[src/rtl/quad_pkg.sv]
// Shared types and the quadrature transition classifier
// used by the A/B encoder decoder.
package quad_pkg;

    typedef logic [1:0] quad_state_t;

    localparam quad_state_t Q00 = 2'b00;
    localparam quad_state_t Q10 = 2'b10;
    localparam quad_state_t Q11 = 2'b11;
    localparam quad_state_t Q01 = 2'b01;

    typedef enum logic [1:0] {
        QS_NONE,
        QS_UP,
        QS_DOWN,
        QS_ILLEGAL
    } step_kind_t;

    function automatic quad_state_t quad_next_up(input quad_state_t cur);
        quad_state_t nxt;
        unique case (cur)
            Q00:     nxt = Q10;
            Q10:     nxt = Q11;
            Q11:     nxt = Q01;
            default: nxt = Q00;
        endcase
        return nxt;
    endfunction

    // Gray-code sequence: one bit flip is a legal step, two flips is illegal.
    function automatic step_kind_t quad_step(
        input quad_state_t prev,
        input quad_state_t cur
    );
        step_kind_t kind;
        if (prev == cur)
            kind = QS_NONE;
        else if ((prev ^ cur) == 2'b11)
            kind = QS_ILLEGAL;
        else if (quad_next_up(prev) == cur)
            kind = QS_UP;
        else
            kind = QS_DOWN;
        return kind;
    endfunction

endpackage

[src/rtl/sync_chain.sv]
// Multi-flop synchronizer for one asynchronous input bit,
// cleared to 0 by synchronous reset.
module sync_chain #(
    parameter int STAGES = 2
) (
    input  logic clk,
    input  logic rst,
    input  logic d_i,
    output logic q_o
);

    logic [STAGES-1:0] sync_q;
    logic [STAGES-1:0] sync_d;

    always_comb begin
        sync_d = {sync_q[STAGES-2:0], d_i};
    end

    always_ff @(posedge clk) begin
        if (rst)
            sync_q <= '0;
        else
            sync_q <= sync_d;
    end

    assign q_o = sync_q[STAGES-1];

endmodule

[src/rtl/quad_decoder.sv]
// 4x quadrature decoder: synchronizes A/B, emits step/dir,
// keeps a wrapping position count and a sticky illegal-move flag.
module quad_decoder
    import quad_pkg::*;
#(
    parameter int WIDTH       = 8,
    parameter int SYNC_STAGES = 2
) (
    input  logic             clk,
    input  logic             rst,
    input  logic             a_in,
    input  logic             b_in,
    input  logic             load,
    input  logic [WIDTH-1:0] load_val,
    input  logic             clr_err,
    output logic             step,
    output logic             dir,
    output logic [WIDTH-1:0] pos,
    output logic             err
);

    localparam logic [1:0] FILL_DONE = 2'(SYNC_STAGES);

    logic        a_sync;
    logic        b_sync;
    quad_state_t s;
    step_kind_t  kind;

    quad_state_t      prev_q,   prev_d;
    logic             primed_q, primed_d;
    logic [1:0]       fill_q,   fill_d;
    logic             step_q,   step_d;
    logic             dir_q,    dir_d;
    logic [WIDTH-1:0] pos_q,    pos_d;
    logic             err_q,    err_d;

    sync_chain #(.STAGES(SYNC_STAGES)) u_sync_a (
        .clk (clk),
        .rst (rst),
        .d_i (a_in),
        .q_o (a_sync)
    );

    sync_chain #(.STAGES(SYNC_STAGES)) u_sync_b (
        .clk (clk),
        .rst (rst),
        .d_i (b_in),
        .q_o (b_sync)
    );

    assign s    = {a_sync, b_sync};
    assign kind = quad_step(prev_q, s);

    always_comb begin
        prev_d   = prev_q;
        primed_d = primed_q;
        fill_d   = fill_q;
        step_d   = 1'b0;
        dir_d    = dir_q;
        pos_d    = pos_q;
        err_d    = err_q;

        if (clr_err)
            err_d = 1'b0;

        // Wait until the synchronizers hold real pin values, then seed prev.
        if (!primed_q) begin
            if (fill_q == FILL_DONE) begin
                primed_d = 1'b1;
                prev_d   = s;
            end else begin
                fill_d = fill_q + 2'd1;
            end
        end else begin
            prev_d = s;
            unique case (kind)
                QS_UP: begin
                    step_d = 1'b1;
                    dir_d  = 1'b1;
                    pos_d  = pos_q + WIDTH'(1);
                end
                QS_DOWN: begin
                    step_d = 1'b1;
                    dir_d  = 1'b0;
                    pos_d  = pos_q - WIDTH'(1);
                end
                QS_ILLEGAL: err_d = 1'b1;
                default: ;
            endcase
        end

        if (load)
            pos_d = load_val;
    end

    always_ff @(posedge clk) begin
        if (rst) begin
            prev_q   <= Q00;
            primed_q <= 1'b0;
            fill_q   <= 2'd0;
            step_q   <= 1'b0;
            dir_q    <= 1'b1;
            pos_q    <= '0;
            err_q    <= 1'b0;
        end else begin
            prev_q   <= prev_d;
            primed_q <= primed_d;
            fill_q   <= fill_d;
            step_q   <= step_d;
            dir_q    <= dir_d;
            pos_q    <= pos_d;
            err_q    <= err_d;
        end
    end

    assign step = step_q;
    assign dir  = dir_q;
    assign pos  = pos_q;
    assign err  = err_q;

endmodule

[config.mk]
export PLATFORM = sky130hd
export DESIGN_NAME = quad_decoder
export DESIGN_NICKNAME = d
export VERILOG_FILES = /design/src/rtl/quad_pkg.sv /design/src/rtl/sync_chain.sv /design/src/rtl/quad_decoder.sv
export SDC_FILE = /design/constraint.sdc
export NUM_CORES = 1
export LEC_CHECK = 0
export ABC_AREA = 1
export CAP_MARGIN = 30
export CORE_MARGIN = 4
export CORE_UTILIZATION = 54
export DETAILED_ROUTE_END_ITERATION = 12
export PLACE_DENSITY = 0.84
export SETUP_SLACK_MARGIN = 0.05
export SYNTH_ARGS = -nofsm -noshare
export SYNTH_HDL_FRONTEND = slang
export SYNTH_SLANG_ARGS = --single-unit
[constraint.sdc]
create_clock -name clk -period 6.5 [get_ports clk]
set_clock_uncertainty 0.05 [all_clocks]
set_input_delay 0.65 -clock clk [delete_from_list [all_inputs] [get_ports clk]]
set_output_delay 0.65 -clock clk [all_outputs]
set_load 0.05 [all_outputs]
; ---- Word level (Yosys, flattened, before mapping)
; Index checks and enable logic that the tools add are counted.
; W data, S select, Z words.
[word_totals]
register_bits = 20
inputBits = 14
out_inout_bits = 11
word_cells = 52
[op_classes]
add_sub_neg = 3
n_eq_ne = 9
muxes = 18
bitwise_logic = 3
n_reduce_logical = 10
[op_table]
columns = operator, count
row1 = $mux W8, 2
row2 = $pmux W8 S2, 1
row3 = $mux W2, 7
row4 = $eq A2 B2 Y1 const B, 6
row5 = $add A8 B1 Y8 const B, 1
row6 = $sub A8 B1 Y8 const B, 1
row7 = $mux W1, 6
row8 = $pmux W2 S3, 1
row9 = $reduce_and A2 Y1, 3
row10 = $reduce_bool A2 Y1, 3
row11 = $eq A2 B2 Y1, 2
row12 = $reduce_or A2 Y1, 2
row13 = $reduce_bool A3 Y1, 1
row14 = $add A2 B1 Y2 const B, 1
row15 = $eq A2 B1 Y1 const B, 1
row16 = $logic_not A2 Y1, 1
row17 = $not A1 Y1, 2
row18 = $pmux W1 S2, 1
row19 = $xor A2 B2 Y2, 1

; ---- Logic depth before layout (Yosys ltp)
; Gate-level depths: netlist of the first run.
[logic_depth]
ltp_word = 12
ltp_mapped = 17
ltp_nobuf = 17

; ---- By module
; Synthesis of the first run repeated with hierarchy kept, for this count alone.
[unflattened]
hier_cells = 168
hier_area_um2 = 1177.4
[by_module_without_submodules]
columns = module, n_inst, cells_per_inst, area_each_um2
row1 = quad_decoder, 1, 156, 1067.3
row2 = sync_chain, 2, 6, 55.1

; ---- Least setup slack after synthesis of the first run
; Ideal clock, no wire load.
[synth_timing]
path_type = register -> register
start = register prev_q[0]
end = register pos_q[6] (netlist: pos[6])
setup_time_ns = 0.066
t_arrival_ns = 2.132
t_required_ns = 6.384
path_slack_ns = 4.252
path_stages_with_launch = 16
n_path_buf = 0
period_less_slack_ns = 2.248
path_cell_list = dfxtp_1 xor2_1 o21ai_0 inv_1 ha_1 inv_1 fa_1 inv_1 nand2_1 nand2_1 nand3b_1 nand2_1 nand2_1 nand3_1 nand2_1 a21oi_2
[synth_via]
elab_chain_len = 12
elab_cells_between_ends = 20
cone_classes = eq/ne: 7 / mux: 9 / bitwise: 1 / reduce/logical: 3
[synth_lines]
columns = element, line
row1 = from (decl), quad_decoder.sv:29  ; quad_state_t prev_q, prev_d;
row2 = from (signal assigned), quad_decoder.sv:106  ; prev_q <= prev_d;
row3 = $eq A2 B2 Y1 or $logic_not A2 Y1 (tied branches), quad_pkg.sv:21  ; unique case (cur)
row4 = $pmux W2 S3, quad_pkg.sv:21
row5 = $mux W2, quad_pkg.sv:38  ; else if ((prev ^ cur) == 2'b11)
row6 = $mux W2, quad_pkg.sv:36  ; if (prev == cur)
row7 = $eq A2 B2 Y1, quad_pkg.sv:40  ; else if (quad_next_up(prev) == cur)
row8 = $mux W2, quad_pkg.sv:40
row9 = $mux W2, quad_pkg.sv:38
row10 = $mux W2 *, quad_pkg.sv:36
row11 = $eq A2 B2 Y1 or $eq A2 B1 Y1 (tied branches), quad_decoder.sv:76  ; unique case (kind)
row12 = $pmux W8 S2, quad_decoder.sv:76
row13 = $mux W8, quad_decoder.sv:67  ; if (!primed_q) begin
row14 = $mux W8, quad_decoder.sv:92  ; if (load)
row15 = to (signal assigned), quad_decoder.sv:111  ; pos_q <= pos_d;
row16 = to (decl), quad_decoder.sv:34  ; logic [WIDTH-1:0] pos_q, pos_d;
; Every way passes the cells marked *; elsewhere a longest branch is shown, timed or not. The select of a mux whose other input is x is not followed.
; A chain may end at the register's enable or synchronous reset.

; ---- Worst setup path in the final report of the first run
; Ends and elaborated chain as after synthesis.

==> flow_summary_export.csv, run 1 <==
group,metric,value,unit
synth,synth.cells.most_frequent,"sky130_fd_sc_hd__nand2_1 (34), sky130_fd_sc_hd__inv_1 (22), sky130_fd_sc_hd__nor2_1 (21), sky130_fd_sc_hd__dfxtp_1 (20), sky130_fd_sc_hd__a21oi_1 (12)",
route,average_detailed_routed_wire_length_per_instance,11.7,um
worst_hold_path,hold_path_class,"reg -> reg",
critical_path,crit_path_max_incr_delay,0.41,ns
power_and_ir_drop,leakagePower,0.689,nW
sta,setup_violations,0,
route,route.detailed.drc,0,
sta,timing.fmax,0.397,GHz
global_route,grt_max_degree,21,
finish,syn_to_final_growth,25.1,%
floorplanning,fp.coreArea,0.00204,mm2
placement,place_congestion,0.793,
global_route,grt_overflow,0,
floorplanning,die_height,55.3,um
floorplanning,row_count,16,
cts,cts.clk_slew.worst_paths,0.12,ns
sta,timing.setup.tns,0,ns
cts,cts_hold_buf,0,
power_and_ir_drop,p_per_area,278,mW/mm2
synth,yosys.cell_count.top_type,"sky130_fd_sc_hd__nand2_1",
critical_path,timing.setup.critical_path_class,"reg -> reg",
sta,rsz_0062_raised_after_global_routing,"no",
placement,place_ws,3.99,ns
synth,number_of_distinct_library_cell_variants_in_the_gate_level_netlist_after_synthesis,29,
finish,postLayoutCoreUtil,0.740,
cts,cts_tree,"done",
global_route,grt_first_pass_wirelength,4.42,mm
sta,hold_viol_final,0,
floorplanning,die_area,0.00306,mm2
critical_path,timing.critical_path.required,6.63,ns
floorplanning,initial_core_util,0.592,
critical_path,critPathArrivalTime,2.65,ns
synth,synth_seq_cells,20,
power_and_ir_drop,p_total,420,uW
job,drv.max_cap_violation_count,0,
sta,timing.slew.headroom,0.477,
synth,synth_warnings,0,
cts,post_cts_repair_timing_setup_buffer_count,0,
cts,clock_sink_count,20,
cts,cts_buffers,3,
synth,synth_area_per_cell,7.37,um2
cts,clock_tree.buffer_depth,2,
critical_path,setup.worst_path.start,"prev_q[0]",
synth,synth.yosys.seq_area_share,0.331,
finish,num-nets-final,214,
synth,mappedNetlistArea,0.00121,mm2
placement,post-dp-hpwl,1.91,mm
route,dr.first_iter.drc_count,29,
critical_path,cpMaxStageDelayCell,"sky130_fd_sc_hd__fa_1",
power_and_ir_drop,irDropWorstVdd,218,uV
sta,post-route-worst-setup-slack,3.98,ns
synth,postSynthCellCount,164,
critical_path,crit_path_start_kind,"register",
placement,post-place-cells,212,
cts,cts-htree-levels,1,
synth,synth-edff-count,0,
critical_path,r2r-start,"prev_q[0]",
floorplanning,ios,25,
finish,layout.cells.non_filler,216,
critical_path,critical_path_peak_fanout,10,
sta,final-max-slew-violation-count,0,
sta,tightest_slew,0.782,ns
global_route,number_of_antenna_violations_at_the_first_check_in_global_routing,0,
global_route,first_global_vias,1041,
synth,yosysTopAreaCell,"sky130_fd_sc_hd__dfxtp_1",
synth,synth.top_cells.by_area,"sky130_fd_sc_hd__dfxtp_1 (33%), sky130_fd_sc_hd__nand2_1 (11%), sky130_fd_sc_hd__ha_1 (9.3%), sky130_fd_sc_hd__inv_1 (6.8%), sky130_fd_sc_hd__nor2_1 (6.5%)",
critical_path,end_kind,"register",
floorplanning,die_x,55.3,um
synth,mappedNetlistNets,188,
sta,post-route-min-period,2.52,ns
cts,cts_resized,0,
worst_hold_path,min_from,"u_sync_a.sync_q[0]",
synth,async_reset_ff_frac,0,
finish,drive_gt1_frac,0.101,
route,antenna_left,0,
synth,synth_top_flop_cell,"sky130_fd_sc_hd__dfxtp_1",
critical_path,crit_chain,"xor2_1 > o21ai_0 > inv_1 > ha_1 > inv_1 > fa_1 > inv_1 > nand2_1 > nand2_1 > nand3b_1 > nand3_1 > nand3_1 > nand2_1 > a21oi_2",
route,routed-via-count,1103,
global_route,grt.total_usage,0.174,
cts,cts.root.buffer_cell,"sky130_fd_sc_hd__clkbuf_4",
route,viasPerCell,5.11,
placement,place.port_buffers,24,
cts,clk-insertion-delay-late,0.31,ns
status,run_status,"finished clean",
synth,yosysTopAreaCellShare,0.331,
route,drt_pass1_iterations,5,
finish,insertedDiodeCount,0,
sta,period_share,0.387,
route,routed_wl,2.52,mm
-- report_power, final --
part / leakage [nW] / internal [mW] / switching (mW)
registers: 0.165 / 0.138 / 0.0121
logic: 0.496 / 0.0667 / 0.0997
clock network: 0.0279 / 0.0623 / 0.0412
-- logic make-up (layout without fill, tap and decap cells) --
family	count (synthesis)	after routing	synth area share
AO/OA/AOI/OAI	23	23	0.117
XOR/XNOR	6	6	0.0435
adder cells (fa/ha/maj)	10	10	0.110
buffers and inverters	27	52	0.0983
flip-flops	20	20	0.331
AND/OR/NAND/NOR	78	78	0.300
-- routing by layer --
| layer | part of all wire | vias up | routed length [um] | GRT usage |
|---|---|---|---|---|
| li1 | - | 576 | - | - |
| met1 | 0.42 | 495 | 1050 | 0.199 |
| met2 | 0.51 | 30 | 1290 | 0.306 |
| met3 | 0.067 | 2 | 168 | 0.0653 |
| met4 | 0.0040 | 0 | 10 | 0.0347 |
| met5 | 0 | - | 0 | 0 |
-- path summary, 6_finish.rpt --
kind	endpoint	slack (ns)	cells past startpoint
worst max register to register	pos[6]	3.98	14
worst min-delay path	u_sync_a.sync_q[1]	0.36	2
worst max-delay path	pos[6]	3.98	14
worst min register to register	u_sync_a.sync_q[1]	0.36	2
-- sequential cells by signal (all words and copies together) (netlist names) --
register / flops
step: 1
pos: 8
prev_q: 2
u_sync_a.sync_q: 2
err: 1
primed_q: 1
fill_q: 2
u_sync_b.sync_q: 2
dir: 1
-- worst max-delay path: cells and delay by family (launching register included) --
family                   cells  cell delay (ns)
AND/OR/NAND/NOR              6             0.49
buffers and inverters        3             0.25
adder cells (fa/ha/maj)      2             0.80
XOR/XNOR                     1             0.22
flip-flops                   1             0.40
AO/OA/AOI/OAI                2             0.21
-- area by class of cell --
cell class                 count  area, um2
clock inverter                 1       30.0
tap                           27       33.8
sequential                    20        400
multi-input combinational    117        689
inverter                      24       95.1
clock buffer                   3       22.5
timing repair buffer          24        240
fill                         165        531
-- per-stage QoR --
| stage | hold WS, ns | area [um2] |
|---|---|---|
| 3_5_place_dp | 0.347 | 1460 |
| 2_1_floorplan | 0.338 | 1210 |
| 3_3_place_gp | 0.351 | 1460 |
| 5_1_grt | 0.385 | 1510 |
| 6_report | 0.363 | 1510 |
| 4_1_cts | 0.365 | 1510 |
-- placed cells by master, fill, tap and decap left out, types with 4 or more instances in the layout --
cell type and count:
sky130_fd_sc_hd__nand2_1 34, sky130_fd_sc_hd__clkdlybuf4s50_1 24, sky130_fd_sc_hd__inv_1 22, sky130_fd_sc_hd__nor2_1 21, sky130_fd_sc_hd__dfxtp_1 20, sky130_fd_sc_hd__a21oi_1 12
sky130_fd_sc_hd__nand3_1 9, sky130_fd_sc_hd__ha_1 9, sky130_fd_sc_hd__xnor2_1 4, sky130_fd_sc_hd__nand3b_1 4
Power figures use the tool's default switching activity.
==> run 2: changes to the inputs <==
CORE_UTILIZATION = 50   (was 54)
PLACE_DENSITY = 0.78   (was 0.84)
clock period = 2.45 ns   (was 6.5 ns; I/O delays follow)
==> run 2 against run 1 <==
  * Combinational power rose to 2.8 times the previous value
  * Sequential power rose to 2.7 times the previous value
  * Total power rose to 2.5 times the previous value
  * Count of clock-buffer cells in the layout rose by 1
  * Routed wire length rose by 2.5%
  * Largest cell class unchanged
  * Non-clock buffer count rose by 1
  * Setup slack got worse by 3.8 ns
  * Critical endpoint is now pos[7]
  * Worst hold slack got worse by 0.0045 ns
  * Critical path type unchanged
==> flow_summary_export.csv, run 2 (same netlist as run 1, synthesis figures left out) <==
group,metric,value,unit
status,run_status,"finished clean",
global_route,grt_max_degree,21,
finish,drive_gt1_frac,0.137,
cts,cts_buffers,3,
power_and_ir_drop,p_total,1.05,mW
sta,hold_viol_final,0,
critical_path,worst_r2r_endpoint,"pos[7]",
finish,num-nets-final,215,
sta,post-route-min-period,2.25,ns
cts,cts_hold_buf,0,
sta,hold_ws,0.359,ns
critical_path,rr_worst_depth,14,
power_and_ir_drop,leakagePower,0.686,nW
finish,layout_commonest_cell,"sky130_fd_sc_hd__nand2_1",
power_and_ir_drop,seq_power_share,0.379,
sta,rsz_0062_raised_after_global_routing,"yes",
cts,cts.root.buffer_cell,"sky130_fd_sc_hd__clkbuf_4",
cts,cts-htree-levels,1,
route,routed.top_layer,"met4",
sta,timing.setup.tns,0,ns
cts,clk-insertion-delay-late,0.30,ns
placement,post-dp-hpwl,2.05,mm
floorplanning,die_area,0.00327,mm2
cts,clock_sink_count,20,
route,routed_wl,2.59,mm
power_and_ir_drop,power.share.combinational,0.435,
critical_path,timing.critical_path.required,2.57,ns
sta,period_share,0.917,
floorplanning,die_x,57.2,um
power_and_ir_drop,share_clk_of_total_power,0.186,
finish,insertedDiodeCount,0,
route,routed-via-count,1077,
critical_path,r2r-start,"prev_q[1]",
route,drt_pass1_iterations,4,
cts,cts_tree,"done",
floorplanning,die_height,57.2,um
global_route,grt.total_usage,0.170,
critical_path,critPathArrivalTime,2.36,ns
power_and_ir_drop,cell_internal_pwr,645,uW
finish,syn_to_final_growth,26.6,%
global_route,grt_overflow,0,
placement,place.port_buffers,24,
floorplanning,row_count,17,
critical_path,end_kind,"register",
global_route,first_global_vias,1058,
route,dr.first_iter.drc_count,21,
power_and_ir_drop,p_per_area,689,mW/mm2
critical_path,critical_path_peak_fanout,8,
sta,setup_violations,0,
route,viasPerCell,4.94,
power_and_ir_drop,total_switching_power,409,uW
floorplanning,fp.coreArea,0.00225,mm2
finish,mostFrequentLayoutCells,"sky130_fd_sc_hd__nand2_1 (34), sky130_fd_sc_hd__clkdlybuf4s50_1 (24), sky130_fd_sc_hd__inv_1 (22), sky130_fd_sc_hd__nor2_1 (21), sky130_fd_sc_hd__dfxtp_1 (17)",
placement,post-place-cells,214,
route,average_detailed_routed_wire_length_per_instance,11.9,um
critical_path,regToRegSetupSlack,0.20,ns
critical_path,timing.setup.critical_path_class,"reg -> reg",
cts,cts.clk_slew.worst_paths,0.12,ns
critical_path,timing.critical_path.to,"pos[7]",
sta,tightest_slew,0.817,ns
finish,fillerInstances,209,
floorplanning,ios,25,
cts,clock_tree.buffer_depth,2,
sta,final-max-slew-violation-count,0,
placement,place_congestion,0.767,
worst_hold_path,hold_path_class,"reg -> reg",
sta,timing.slew.headroom,0.454,
route,route.layer.met1.wl,1.13,mm
sta,timing.fmax,0.445,GHz
route,met2WireLength,1.37,mm
route,route.detailed.drc,0,
global_route,grt_first_pass_wirelength,4.48,mm
route,detailroute.wirelength.met3,69,um
power_and_ir_drop,swShare,0.388,
finish,largest_register_ff_count,8,
critical_path,setup.worst_path.start,"prev_q[1]",
job,drv.max_cap_violation_count,0,
finish,layout.cells.non_filler,218,
route,antenna_left,0,
critical_path,crit_path_start_kind,"register",
floorplanning,initial_core_util,0.536,
global_route,number_of_antenna_violations_at_the_first_check_in_global_routing,0,
power_and_ir_drop,irDropWorstVdd,596,uV
[run 2: layer usage]
metal	track usage	vias up
met5	0	-
met4	0.0662	0
met3	0.0249	2
met2	0.313	9
met1	0.194	493
li1	-	573
[run 2: timing repair]
item / 4_1_cts / 5_1_grt
cloned: 0 / 0
resized for setup: 1 / 7
pin swaps: 0 / 1
endpoints found under the setup margin: 3 / 5
buffers inserted: 0 / 0
[run 2: final cells by class]
class                      count  area, um2  area share
tap                           28       35.0      0.0229
inverter                      24       95.1      0.0621
timing repair buffer          25        248       0.162
multi-input combinational    117        712       0.465
clock buffer                   4       36.3      0.0237
sequential                    20        404       0.264
[run 2: critical path: stages (launching register included)]
cell and delay, ns:
sky130_fd_sc_hd__dfxtp_1 0.40, sky130_fd_sc_hd__xnor2_1 0.13, sky130_fd_sc_hd__inv_1 0.08, sky130_fd_sc_hd__o21ai_1 0.16
sky130_fd_sc_hd__inv_1 0.10, sky130_fd_sc_hd__ha_4 0.20, sky130_fd_sc_hd__ha_1 0.34, sky130_fd_sc_hd__nand2_2 0.10
sky130_fd_sc_hd__inv_1 0.04, sky130_fd_sc_hd__a21oi_1 0.18, sky130_fd_sc_hd__nand2_1 0.09, sky130_fd_sc_hd__nand2_1 0.07
sky130_fd_sc_hd__nand3_1 0.06, sky130_fd_sc_hd__nand2_1 0.08, sky130_fd_sc_hd__a21oi_2 0.05
[run 2: worst min-delay path by stage]
stage	start	end	slack (ns)	depth (start not counted)
after floorplan	a_in	u_sync_a.sync_q[0]	0.30	2
after global placement	u_sync_a.sync_q[0]	u_sync_a.sync_q[1]	0.35	2
after detailed placement	u_sync_a.sync_q[0]	u_sync_a.sync_q[1]	0.35	2
after CTS	u_sync_a.sync_q[0]	u_sync_a.sync_q[1]	0.37	2
after global routing	u_sync_a.sync_q[0]	u_sync_a.sync_q[1]	0.37	2
final	u_sync_a.sync_q[0]	u_sync_a.sync_q[1]	0.36	2
[run 2: through the flow]
| step | worst slack (ns) | utilization | cell area [um2] |
|---|---|---|---|
| after floorplan | 0.202 | - | 1210 |
| after global placement | 0.126 | 0.651 | 1470 |
| after detailed placement | 0.000667 | 0.651 | 1470 |
| after CTS | 0.0642 | 0.668 | 1510 |
| after global routing | 0.00521 | 0.679 | 1530 |
| final | 0.204 | 0.679 | 1530 |
[run 2: power by group through the flow]
stage | Sequential (mW) | Combinational (mW) | Clock (mW)
floorplan | 0.459 | 0.278 | 0
global placement | 0.405 | 0.431 | 0
detailed placement | 0.407 | 0.449 | 0
CTS | 0.399 | 0.452 | 0.204
global route | 0.405 | 0.506 | 0.216
finish | 0.400 | 0.458 | 0.196
==> run 3: changes to the inputs <==
REMOVE_ABC_BUFFERS = 1   (was not set)
==> run 3 against run 2 <==
  * Count of clock-buffer cells in the layout down 1
  * Register-to-register slack improved by 0.02 ns
  * Routed wire length up 0.93%
  * First-iteration DRC count rose by 33%
  * Critical path depth up 1
  * Sequential power about the same
  * Critical path type unchanged
==> flow_summary_export.csv, run 3 (same netlist as run 1, synthesis figures left out) <==
group,metric,value,unit
placement,place_congestion,0.882,
global_route,first_global_vias,1072,
finish,num-nets-final,217,
finish,largest_register_ff_count,8,
finish,insertedDiodeCount,0,
critical_path,end_kind,"register",
sta,timing.setup.tns,0,ns
finish,postLayoutCoreUtil,0.700,
route,route.detailed.drc,0,
cts,clk-insertion-delay-late,0.31,ns
power_and_ir_drop,leakagePower,0.709,nW
sta,timing.slew.headroom,0.663,
cts,cts_buffers,3,
global_route,grt_overflow,0,
route,dr.first_iter.drc_count,28,
route,routed_wl,2.61,mm
route,viasPerCell,5.11,
global_route,grt.total_usage,0.168,
sta,period_share,0.909,
floorplanning,die_area,0.00327,mm2
floorplanning,die_x,57.2,um
cts,cts.root.buffer_cell,"sky130_fd_sc_hd__clkbuf_4",
sta,timing.fmax,0.449,GHz
floorplanning,initial_core_util,0.536,
placement,placed_cell_area,0.00148,mm2
job,drv.max_cap_violation_count,0,
cts,cts_tree,"done",
route,antenna_left,0,
critical_path,timing.setup.critical_path_class,"reg -> reg",
power_and_ir_drop,irDropWorstVdd,495,uV
cts,cts-htree-levels,1,
placement,place.port_buffers,24,
route,routed-via-count,1124,
floorplanning,fp.coreArea,0.00225,mm2
worst_hold_path,hold_path_class,"reg -> reg",
critical_path,timing.critical_path.required,2.62,ns
finish,mostFrequentLayoutCells,"sky130_fd_sc_hd__nand2_1 (34), sky130_fd_sc_hd__clkdlybuf4s50_1 (24), sky130_fd_sc_hd__inv_1 (22), sky130_fd_sc_hd__nor2_1 (21), sky130_fd_sc_hd__dfxtp_1 (16)",
cts,clock_sink_count,20,
status,run_status,"finished clean",
sta,tightest_slew,0.504,ns
floorplanning,ios,25,
sta,final-max-slew-violation-count,0,
sta,post-route-min-period,2.23,ns
critical_path,crit_path_start_kind,"register",
sta,setup_violations,0,
critical_path,critical_path_peak_fanout,8,
floorplanning,die_height,57.2,um
cts,clock_tree.buffer_depth,2,
finish,fin_area,0.00158,mm2
sta,hold_viol_final,0,
power_and_ir_drop,p_per_area,723,mW/mm2
finish,layout_commonest_cell,"sky130_fd_sc_hd__nand2_1",
route,average_detailed_routed_wire_length_per_instance,11.9,um
finish,drive_gt1_frac,0.151,
placement,post-place-cells,215,
sta,rsz_0062_raised_after_global_routing,"no",
power_and_ir_drop,p_total,1.14,mW
global_route,grt_max_degree,13,
finish,layout.cells.non_filler,220,
global_route,grt_first_pass_wirelength,4.38,mm
cts,cts_hold_buf,0,
floorplanning,row_count,17,
global_route,number_of_antenna_violations_at_the_first_check_in_global_routing,0,
placement,post-dp-hpwl,2.05,mm
critical_path,critPathArrivalTime,2.39,ns
route,drt_pass1_iterations,4,
finish,syn_to_final_growth,30.6,%
cts,cts.clk_slew.worst_paths,0.12,ns
-- run 3: cell type report --
class                   count  area, um2
fillers                   193        676
well taps                  28       35.0
clock buffers               3       22.5
repair buffers             27        263
multi-input cells         117        723
flip-flops and latches     20        410
clock inverters             1       30.0
inverters                  24       95.1
-- run 3: path summary, 6_finish.rpt --
path                           start  slack (ns)            endpoint  depth (start not counted)
hold reg to reg   u_sync_b.sync_q[0]        0.35  u_sync_b.sync_q[1]                          2
setup / recovery  u_sync_a.sync_q[1]        0.22              pos[5]                         15
setup reg to reg  u_sync_a.sync_q[1]        0.22              pos[5]                         15
hold / removal    u_sync_b.sync_q[0]        0.35  u_sync_b.sync_q[1]                          2
-- run 3: layer usage --
| layer | GRT usage | wire, um |
|---|---|---|
| met3 | 0.0294 | 151 |
| met2 | 0.300 | 1360 |
| met5 | 0 | 0 |
| met1 | 0.191 | 1060 |
| met4 | 0.0828 | 43 |
-- run 3: metrics by stage --
stage / setup WS, ns / hold WS, ns
2_1_floorplan: 0.202 / 0.257
3_3_place_gp: 0.174 / 0.342
3_5_place_dp: 0.0188 / 0.355
4_1_cts: 0.0733 / 0.373
5_1_grt: 0.0591 / 0.392
6_report: 0.224 / 0.355
-- run 3: what timing repair did --
item / CTS / global route
pin swaps: 0 / 2
setup endpoints to repair: 3 / 7
gates cloned: 0 / 0
resized for setup: 2 / 10
buffers inserted: 0 / 1
-- run 3: report_power, final --
| group | switching (mW) | total (mW) | internal, mW |
|---|---|---|---|
| clock network | 0.109 | 0.275 | 0.165 |
| logic | 0.273 | 0.468 | 0.195 |
| registers | 0.0331 | 0.399 | 0.366 |
| total | 0.415 | 1.14 | 0.726 |
-- run 3: critical path: stages (launching register included) --
cell and delay [ns]:
sky130_fd_sc_hd__dfxtp_2 0.36, sky130_fd_sc_hd__xnor2_1 0.17, sky130_fd_sc_hd__inv_1 0.09, sky130_fd_sc_hd__o21ai_1 0.18, sky130_fd_sc_hd__inv_1 0.10, sky130_fd_sc_hd__ha_4 0.20
sky130_fd_sc_hd__buf_4 0.13, sky130_fd_sc_hd__ha_1 0.18, sky130_fd_sc_hd__nor2_1 0.19, sky130_fd_sc_hd__nand2_4 0.09, sky130_fd_sc_hd__nand3b_1 0.11, sky130_fd_sc_hd__nand2_1 0.06
sky130_fd_sc_hd__nand2_1 0.05, sky130_fd_sc_hd__nand3_1 0.06, sky130_fd_sc_hd__nand2_1 0.08, sky130_fd_sc_hd__a21oi_2 0.05
==> RTL edit, RTL diff (settings of run 1) <==
Reset style: asynchronous (`rst`), changed in 2 clocked blocks. Comments in the files are not updated.
--- a/src/rtl/sync_chain.sv
+++ b/src/rtl/sync_chain.sv
@@ -16,7 +16,7 @@
         sync_d = {sync_q[STAGES-2:0], d_i};
     end
 
-    always_ff @(posedge clk) begin
+    always_ff @(posedge clk or posedge rst) begin
         if (rst)
             sync_q <= '0;
         else
--- a/src/rtl/quad_decoder.sv
+++ b/src/rtl/quad_decoder.sv
@@ -93,7 +93,7 @@
             pos_d = load_val;
     end
 
-    always_ff @(posedge clk) begin
+    always_ff @(posedge clk or posedge rst) begin
         if (rst) begin
             prev_q   <= Q00;
             primed_q <= 1'b0;
Formal check against the unedited RTL: differs if rst is asserted again (counterexample within 4 cycles, from zero or initial values and one cycle with rst high); with rst held inactive, the same outputs for 10 cycles.
==> RTL edit against run 1 <==
  * Routed wire length is 1.6% lower
  * Sequential cell count stayed put
  * Non-clock buffer count stayed put
  * Largest cell class unchanged
  * Cell area is 1.5% lower
  * Worst setup slack worse by 0.027 ns
  * Synthesized cell count is 15% lower
  * Power is 31% higher
  * Synthesized area is 3.8% lower
==> RTL edit: results (changes against run 1) <==
outcome: "completed"  # unchanged
synth-compound-area-share_pct: 11.41  # was 11.70%
synth_common_cells: "38 x nand2_1, 21 x inv_1, 19 x dfrtp_1"  # was 34 x nand2_1, 22 x inv_1, 21 x nor2_1
grt_pass1_vias: 980  # was 1041
vias: 1006  # was 1103
leakagePower_nw: 0.7531  # was 0.6887 nW
grt_use_met3_pct: 4.905  # was 6.527%
yosysUniqueCellTypes: 23  # was 29
ys_seq_area_share_pct: 43.16  # was 33.13%
slowest_stage: "dfrtp_1"  # was fa_1
met1_usage_pct: 23.22  # was 19.91%
syn_area_per_cell_um2: 8.303  # was 7.370 um2
first_pass_iters: 4  # was 5
grt_use_met2_pct: 34.86  # was 30.57%
finalWeightedCongestion: 0.8803  # was 0.7930
pre_cts_ws_ns: 3.984  # was 3.987 ns
wl_met2_um: 1239  # was 1292 um
worstMarginPinSlew_ns: 0.7585  # was 0.7823 ns
synthAdderAreaFrac_pct: 11.41  # was 10.97%
power.switching_w: 0.0002378  # was 0.0001531 W
synth_xor_area_share_pct: 5.274  # was 4.348%
yosysTopAreaCell: "dfrtp_1"  # was dfxtp_1
placed_area_um2: 1436  # was 1459 um2
intPower_w: 0.0003128  # was 0.0002672 W
ir_drop_v: 0.0002498  # was 0.0002184 V
max_stage_delay_ns: 0.44  # was 0.41 ns
dp.cells: 191  # was 212
synthTopCellsByArea: "dfrtp_1 41%, nand2_1 12%, ha_1 9.7%"  # was dfxtp_1 33%, nand2_1 11%, ha_1 9.3%
synth_fp_nets: 164  # was 188
hpwl_um: 1928  # was 1911 um
crit_arrival_ns: 2.71  # was 2.65 ns
## RTL edit: final cells by class
class | instances | area (um2) | area share, %
clock buffers | 3 | 22.52 | 1.513
clock inverters | 1 | 30.03 | 2.017
inverters | 24 | 90.09 | 6.050
multi-input cells | 96 | 570.5 | 38.32
flip-flops and latches | 20 | 501.7 | 33.70
well taps | 27 | 33.78 | 2.269
repair buffers | 24 | 240.2 | 16.13
## RTL edit: path summary, 6_finish.rpt
kind                       slack, ns                from  cells past startpoint                 end
hold / removal                  0.31  u_sync_a.sync_q[0]                      0  u_sync_a.sync_q[1]
setup / recovery                3.96           prev_q[0]                     10              pos[4]
min in group asynchronous       0.71                 rst                      2           prev_q[0]
setup reg to reg                3.96           prev_q[0]                     10              pos[4]
hold reg to reg                 0.31  u_sync_a.sync_q[0]                      0  u_sync_a.sync_q[1]
max in group asynchronous       5.21                 rst                      2                 err
